===== src/rtl/snake_pkg.sv =====
// Shared snake-game definitions: grid limits, coordinate widths, master-state
// and direction encodings, and the target generator FSM state type.
package snake_pkg;

  localparam int H_W = 8;
  localparam int V_W = 7;

  localparam int unsigned GRID_MAX_X = 159;
  localparam int unsigned GRID_MAX_Y = 119;

  typedef enum logic [1:0] {
    MS_START = 2'd0,
    MS_PLAY  = 2'd1,
    MS_WIN   = 2'd2,
    MS_RSVD  = 2'd3
  } mstate_e;

  typedef enum logic [1:0] {
    DIR_UP    = 2'd0,
    DIR_RIGHT = 2'd1,
    DIR_DOWN  = 2'd2,
    DIR_LEFT  = 2'd3
  } dir_e;

  typedef enum logic [1:0] {
    TG_HOLD   = 2'd0,
    TG_SEARCH = 2'd1,
    TG_DONE   = 2'd2
  } tg_state_e;

endpackage


===== src/rtl/target_generator_if.sv =====
// Link between the target generator and its neighbours: master state and
// REACHED pulse in, target position, score and win flag out.
interface target_generator_if;
  import snake_pkg::*;

  logic [1:0]     M_STATE;
  logic           REACHED;
  logic [H_W-1:0] TARGET_H;
  logic [V_W-1:0] TARGET_V;
  logic           TARGET_VALID;
  logic [3:0]     SCORE;
  logic           WIN;

  modport master (
    output M_STATE, REACHED,
    input  TARGET_H, TARGET_V, TARGET_VALID, SCORE, WIN
  );

  modport slave (
    input  M_STATE, REACHED,
    output TARGET_H, TARGET_V, TARGET_VALID, SCORE, WIN
  );

endinterface


===== src/rtl/snake_lfsr.sv =====
// Free-running Fibonacci LFSR; shifts left with the XOR of the masked taps
// entering at bit 0. Reset reloads the seed, which must be nonzero.
module snake_lfsr #(
  parameter int               WIDTH = 8,
  parameter logic [WIDTH-1:0] TAPS  = '1,
  parameter logic [WIDTH-1:0] SEED  = 1
) (
  input  logic             i_clk,
  input  logic             i_rst,
  output logic [WIDTH-1:0] o_value
);

  logic [WIDTH-1:0] r_q;
  logic             w_fb;

  assign w_fb    = ^(r_q & TAPS);
  assign o_value = r_q;

  always_ff @(posedge i_clk) begin
    if (i_rst) begin
      r_q <= SEED;
    end else begin
      r_q <= {r_q[WIDTH-2:0], w_fb};
    end
  end

endmodule


===== src/rtl/target_generator.sv =====
// Places food targets from LFSR candidates and keeps the score.
// Define TARGET_GEN_TIMEOUT_EN to relocate targets left uneaten too long.
module target_generator
  import snake_pkg::*;
#(
  parameter int unsigned    MAX_X     = GRID_MAX_X,
  parameter int unsigned    MAX_Y     = GRID_MAX_Y,
  parameter int unsigned    WIN_SCORE = 10,
  parameter int unsigned    INIT_H    = 40,
  parameter int unsigned    INIT_V    = 30,
  parameter logic [H_W-1:0] SEED_H    = 8'hA5,
  parameter logic [V_W-1:0] SEED_V    = 7'h5B
`ifdef TARGET_GEN_TIMEOUT_EN
  , parameter int unsigned  TIMEOUT_CYCLES = 200000000
`endif
) (
  input logic CLK,
  input logic RESET,
  target_generator_if.slave bus
);

  localparam logic [H_W-1:0] LIM_H    = H_W'(MAX_X);
  localparam logic [V_W-1:0] LIM_V    = V_W'(MAX_Y);
  localparam logic [H_W-1:0] INIT_H_L = H_W'(INIT_H);
  localparam logic [V_W-1:0] INIT_V_L = V_W'(INIT_V);
  localparam logic [3:0]     WIN_LAST = 4'(WIN_SCORE);
`ifdef TARGET_GEN_TIMEOUT_EN
  localparam logic [31:0]    TIMEOUT_LAST = 32'(TIMEOUT_CYCLES - 1);
`endif

  tg_state_e      r_state;
  logic [H_W-1:0] r_targetH;
  logic [V_W-1:0] r_targetV;
  logic           r_valid;
  logic [3:0]     r_score;
  logic           r_win;
`ifdef TARGET_GEN_TIMEOUT_EN
  logic [31:0]    r_timer;
`endif

  logic [H_W-1:0] w_lfsrH;
  logic [V_W-1:0] w_lfsrV;
  logic [H_W-1:0] w_candH;
  logic [V_W-1:0] w_candV;
  logic           w_candOk;
  logic           w_play;
  logic [3:0]     w_scoreNext;

  // Taps 8,6,5,4 and 7,6 give maximal periods 255 and 127, which are coprime.
  snake_lfsr #(.WIDTH(H_W), .TAPS(8'hB8), .SEED(SEED_H)) u_lfsrH (
    .i_clk   (CLK),
    .i_rst   (RESET),
    .o_value (w_lfsrH)
  );

  snake_lfsr #(.WIDTH(V_W), .TAPS(7'h60), .SEED(SEED_V)) u_lfsrV (
    .i_clk   (CLK),
    .i_rst   (RESET),
    .o_value (w_lfsrV)
  );

  // An LFSR never holds zero, so subtracting one maps it onto 0-based coordinates.
  assign w_candH     = w_lfsrH - 1'b1;
  assign w_candV     = w_lfsrV - 1'b1;
  assign w_candOk    = (w_candH <= LIM_H) && (w_candV <= LIM_V);
  assign w_play      = (bus.M_STATE == MS_PLAY);
  assign w_scoreNext = r_score + 4'd1;

  assign bus.TARGET_H     = r_targetH;
  assign bus.TARGET_V     = r_targetV;
  assign bus.TARGET_VALID = r_valid;
  assign bus.SCORE        = r_score;
  assign bus.WIN          = r_win;

  // Outside play everything but the LFSRs freezes, so REACHED is ignored there.
  always_ff @(posedge CLK) begin
    if (RESET) begin
      r_state   <= TG_HOLD;
      r_targetH <= INIT_H_L;
      r_targetV <= INIT_V_L;
      r_valid   <= 1'b1;
      r_score   <= 4'd0;
      r_win     <= 1'b0;
`ifdef TARGET_GEN_TIMEOUT_EN
      r_timer   <= '0;
`endif
    end else if (w_play) begin
      case (r_state)
        TG_HOLD: begin
          if (bus.REACHED) begin
            r_score <= w_scoreNext;
            if (w_scoreNext == WIN_LAST) begin
              r_state <= TG_DONE;
              r_win   <= 1'b1;
            end else begin
              r_state <= TG_SEARCH;
              r_valid <= 1'b0;
            end
          end
`ifdef TARGET_GEN_TIMEOUT_EN
          else if (r_timer == TIMEOUT_LAST) begin
            r_state <= TG_SEARCH;
            r_valid <= 1'b0;
          end else begin
            r_timer <= r_timer + 32'd1;
          end
`endif
        end
        TG_SEARCH: begin
          if (w_candOk) begin
            r_targetH <= w_candH;
            r_targetV <= w_candV;
            r_valid   <= 1'b1;
            r_state   <= TG_HOLD;
`ifdef TARGET_GEN_TIMEOUT_EN
            r_timer   <= '0;
`endif
          end
        end
        TG_DONE: begin
        end
        default: begin
          r_state <= TG_HOLD;
        end
      endcase
    end
  end

endmodule


===== src/flat_wrapper.sv =====
// flat-port wrapper written by rule: the top's interface ports become plain ports
module target_generator_flat import snake_pkg::*;
#(
  parameter int unsigned    MAX_X     = GRID_MAX_X,
  parameter int unsigned    MAX_Y     = GRID_MAX_Y,
  parameter int unsigned    WIN_SCORE = 10,
  parameter int unsigned    INIT_H    = 40,
  parameter int unsigned    INIT_V    = 30,
  parameter logic [H_W-1:0] SEED_H    = 8'hA5,
  parameter logic [V_W-1:0] SEED_V    = 7'h5B

)
  (CLK, RESET, bus_M_STATE, bus_REACHED, bus_TARGET_H, bus_TARGET_V, bus_TARGET_VALID, bus_SCORE, bus_WIN);
  target_generator_if bus_i ();
  input logic CLK;
  input logic RESET;
  input wire logic [$bits(bus_i.M_STATE)-1:0] bus_M_STATE;
  input wire logic [$bits(bus_i.REACHED)-1:0] bus_REACHED;
  output wire logic [$bits(bus_i.TARGET_H)-1:0] bus_TARGET_H;
  output wire logic [$bits(bus_i.TARGET_V)-1:0] bus_TARGET_V;
  output wire logic [$bits(bus_i.TARGET_VALID)-1:0] bus_TARGET_VALID;
  output wire logic [$bits(bus_i.SCORE)-1:0] bus_SCORE;
  output wire logic [$bits(bus_i.WIN)-1:0] bus_WIN;
  assign bus_i.M_STATE = bus_M_STATE;
  assign bus_i.REACHED = bus_REACHED;
  assign bus_TARGET_H = bus_i.TARGET_H;
  assign bus_TARGET_V = bus_i.TARGET_V;
  assign bus_TARGET_VALID = bus_i.TARGET_VALID;
  assign bus_SCORE = bus_i.SCORE;
  assign bus_WIN = bus_i.WIN;
  target_generator #(.MAX_X(MAX_X), .MAX_Y(MAX_Y), .WIN_SCORE(WIN_SCORE), .INIT_H(INIT_H), .INIT_V(INIT_V), .SEED_H(SEED_H), .SEED_V(SEED_V)) u_core (.CLK(CLK), .RESET(RESET), .bus(bus_i));
endmodule

===== config.mk =====
export PLATFORM = sky130hd
export DESIGN_NAME = target_generator_flat
export DESIGN_NICKNAME = d
export VERILOG_FILES = /design/src/rtl/snake_pkg.sv /design/src/rtl/target_generator_if.sv /design/src/rtl/snake_lfsr.sv /design/src/rtl/target_generator.sv /design/src/flat_wrapper.sv
export SDC_FILE = /design/constraint.sdc
export NUM_CORES = 1
export LEC_CHECK = 0
export ABC_AREA = 1
export BUFFER_PORTS_ARGS = -buffer_cell sky130_fd_sc_hd__buf_2
export CAP_MARGIN = 20
export CORE_ASPECT_RATIO = 0.75
export CORE_MARGIN = 10
export CORE_UTILIZATION = 48
export DETAILED_ROUTE_END_ITERATION = 10
export MAX_ROUTING_LAYER = met4
export PLACE_DENSITY = 0.75
export SLEW_MARGIN = 15
export SYNTH_ARGS = -nofsm -noshare
export SYNTH_HDL_FRONTEND = slang
export SYNTH_HIERARCHICAL = 1
export SYNTH_SLANG_ARGS = --single-unit

===== constraint.sdc =====
create_clock -name CLK -period 2 [get_ports CLK]
set_input_delay 0.1 -clock CLK [delete_from_list [all_inputs] [get_ports CLK]]
set_output_delay 0.1 -clock CLK [all_outputs]
set_load 0.005 [all_outputs]

==> impl_metrics.csv <==
group,metric,value,unit
setup_path,reg2reg_to,"u_core/r_state[0]",
clocking,cts_sinks,38,
logic_synthesis,synthFlopType,"dfxtp_1",
global_routing,grt_use_total,11.9,%
sta,worst_pin_slew,0.467,ns
logic_synthesis,yosysWarningCount,6,
place,place.gp.congestion,0.862,
detailed_routing,first_iter_violations,133,
logic_synthesis,synth_edf_count,0,
logic_synthesis,synth_seq_cells,38,
sta,fin_setup_tns,0,ns
power,power_density,758,nW/um2
outcome,outcome,"complete, no violations",
floorplan,die_h,73.8,um
global_routing,grt_max_degree,18,
logic_synthesis,synth_cell_type_count,33,
setup_path,crit_buf_inv,4,
global_routing,grt_overflow,0,
sta,finalHoldViolations,0,
job,max_cap_violations,0,
sta,max_freq,552,MHz
cells_and_area,final_common_cell,"nand2_1",
detailed_routing,vias,1554,
cells_and_area,nNetsFinal,281,
min_path,whs_path_depth,3,
setup_path,cp_common_cell,"nand2_1",
cells_and_area,mostFrequentLayoutCells,"50 x nand2_1, 38 x dfxtp_1, 32 x inv_1",
sta,fin_ws,0.187,ns
floorplan,design.die.area,6770,um2
global_routing,grt_pass1_wl,6.35,mm
detailed_routing,wl_per_cell,11.7,um
floorplan,start_util,50.3,%
clocking,clk_latency,0.29,ns
logic_synthesis,syn_inst,236,
logic_synthesis,synthTopCellsByArea,"dfxtp_1 41%, nand2_1 10%, inv_1 6.7%",
detailed_routing,first_pass_iters,4,
setup_path,end_kind,"flop",
sta,rsz0062_at_grt,"false",
sta,skew,0.00474,ns
clocking,clk_pin_slew,0.07,ns
logic_synthesis,avgSynthCellArea,7.85,um2
detailed_routing,antenna_left,0,
sta,period_share,90.7,%
power,p_leak,1.12,nW
detailed_routing,totalWireLength,3.81,mm
global_routing,antenna_found_initial,0,
clocking,tritoncts,"built",
cells_and_area,antenna_cells,0,
sta,whs,0.178,ns
detailed_routing,via_per_inst,4.78,
floorplan,ios,26,
floorplan,die_x,91.7,um
setup_path,slowest_stage,"dfxtp_1",
setup_path,worst_setup_path_start_kind,"flop",
setup_path,worstReg2RegStart,"u_core/u_lfsrH/o_value[0]",
power,vdd_drop_max,0.465,mV
cells_and_area,syn_to_final_growth,17.4,%
setup_path,reg2reg_slack,0.19,ns
setup_path,critPathMaxFanout,4,
place,hpwl,2.83,mm
setup_path,ff2ff_path_depth,15,
clocking,hold_buffers,0,
setup_path,required,2.19,ns
setup_path,path_class,"flop to flop",
global_routing,grt_pass1_vias,1368,
setup_path,path_delay_family,"simple AND/OR/NAND/NOR gates",
sta,min_period,1.81,ns
place,dp_slack,0.124,ns
cells_and_area,drive_gt1_share,24.9,%
clocking,cts-root-buf,"clkbuf_8",
clocking,numCtsBuffers,5,
place,port-buffer-count,25,
logic_synthesis,synth_top_cell_by_area,"dfxtp_1",
floorplan,num_rows,19,
sta,relSlewSlack,68.7,%
min_path,hp-class,"input pin to flop",
logic_synthesis,synthArstFlopShare,0,%
setup_path,critPathMaxStageDelay,0.34,ns
clocking,htree_levels,2,
floorplan,core_region_area,3680,um2
detailed_routing,drc,0,
logic_synthesis,synth_seq_area_share,41.1,%
min_path,hold_path_end,"u_core/bus.TARGET_V[3]",
min_path,hold_path.startpoint,"RESET",
logic_synthesis,synth_area,1850,um2
clocking,cts_buffer_depth,2,
setup_path,cp.arrival,2.00,ns
logic_synthesis,yosys.area.top_type_share,41.1,%
sta,setup-violations-final,0,
setup_path,worstPathCellList,"inv_2 -> ha_1 -> inv_1 -> nor2_1 -> nand3_1 -> nand2_1 -> nand2_1 -> clkinv_1 -> nand2_1 -> nand2_2 -> nand2_4 -> nand2_1 -> nand3_1 -> o21ai_0 -> inv_1",
sta,slew_violations,0,
logic_synthesis,syn_nets,245,
-- sequential cells by signal, summed over array words and instances (netlist names) --
name	cells
u_core/r_state	2
u_core/bus.TARGET_VALID	1
u_core/bus.SCORE	4
u_core/bus.WIN	1
u_core/u_lfsrV/o_value	7
u_core/bus.TARGET_V	7
u_core/u_lfsrH/o_value	8
u_core/bus.TARGET_H	8
-- synthesized netlist by cell type, types with 3 or more instances --
master / count
a21oi_1: 9
a21oi_2: 4
clkinv_1: 3
dfxtp_1: 38
ha_1: 4
inv_1: 33
nand2_1: 50
nand2_2: 4
nand2_4: 3
nand3_1: 12
nand4_1: 6
nor2_1: 22
nor2_2: 3
nor2_4: 3
o211ai_1: 4
o21ai_0: 10
or2_1: 5
xor2_1: 4
-- power breakdown --
group / total [mW] / internal [mW] / switching (mW)
Clock: 0.610 / 0.348 / 0.262
Sequential: 0.832 / 0.791 / 0.0407
Combinational: 0.205 / 0.0777 / 0.127
-- worst max path at each step --
stage,end,cells after the start,startpoint
finish,u_core/r_state[0],15,u_core/u_lfsrH/o_value[0]
global placement,u_core/bus.TARGET_H[6],14,u_core/u_lfsrH/o_value[0]
global route,u_core/bus.TARGET_V[3],14,u_core/u_lfsrH/o_value[0]
detailed placement,u_core/bus.TARGET_V[6],14,u_core/u_lfsrH/o_value[0]
floorplan,u_core/bus.TARGET_V[3],13,u_core/u_lfsrV/o_value[0]
CTS,u_core/bus.TARGET_V[6],14,u_core/u_lfsrH/o_value[0]
-- worst min-delay path, stage by stage --
cell and delay, ns:
buf_2 0.11, clkinv_1 0.13, nand3_1 0.09
-- what timing repair did --
item                       4_1_cts  5_1_grt
setup endpoints to repair        0        8
setup buffers                    0        2
resized for setup                0        1
-- layer usage --
layer  track usage [%]  vias to the layer above  share of wire (%)  routed length (um)
li1                  -                      821                  -                   -
met1              15.2                      686                 52                2000
met2              16.6                       41                 40                1540
met3              3.56                        6                5.6                 215
met4              6.14                        0                1.6                  60
met5                 -                        -                  0                   0
-- layout make-up --
cell class | instances | area [um2]
timing repair buffer | 31 | 170
fill | 356 | 1510
multi-input combinational | 158 | 925
sequential | 38 | 761
clock buffer | 8 | 110
inverter | 38 | 143
tap | 52 | 65.1
-- logic make-up (layout without fill, tap and decap cells) --
kind of cell,count (synthesis),in the layout,synth area share (%)
DFF,38,38,41.1
AOI/OAI and AO/OA,32,32,11.0
and+or+nand+nor,113,114,31.0
adders and majority gates,4,4,2.70
xor gates and xnor gates,8,8,4.59
buffers and inverters,41,77,9.59
-- metrics by stage --
step | std cells | instance area [um2] | util (%) | power (mW)
3_3_place_gp | 314 | 2040 | 55.3 | 1.04
5_1_grt | 325 | 2170 | 59.0 | 1.73
3_5_place_dp | 314 | 2040 | 55.3 | 1.05
2_1_floorplan | 236 | 1850 | - | 0.991
4_1_cts | 322 | 2150 | 58.3 | 1.66
6_report | 325 | 2170 | 59.0 | 1.65
(Power assumes the default switching activity.)
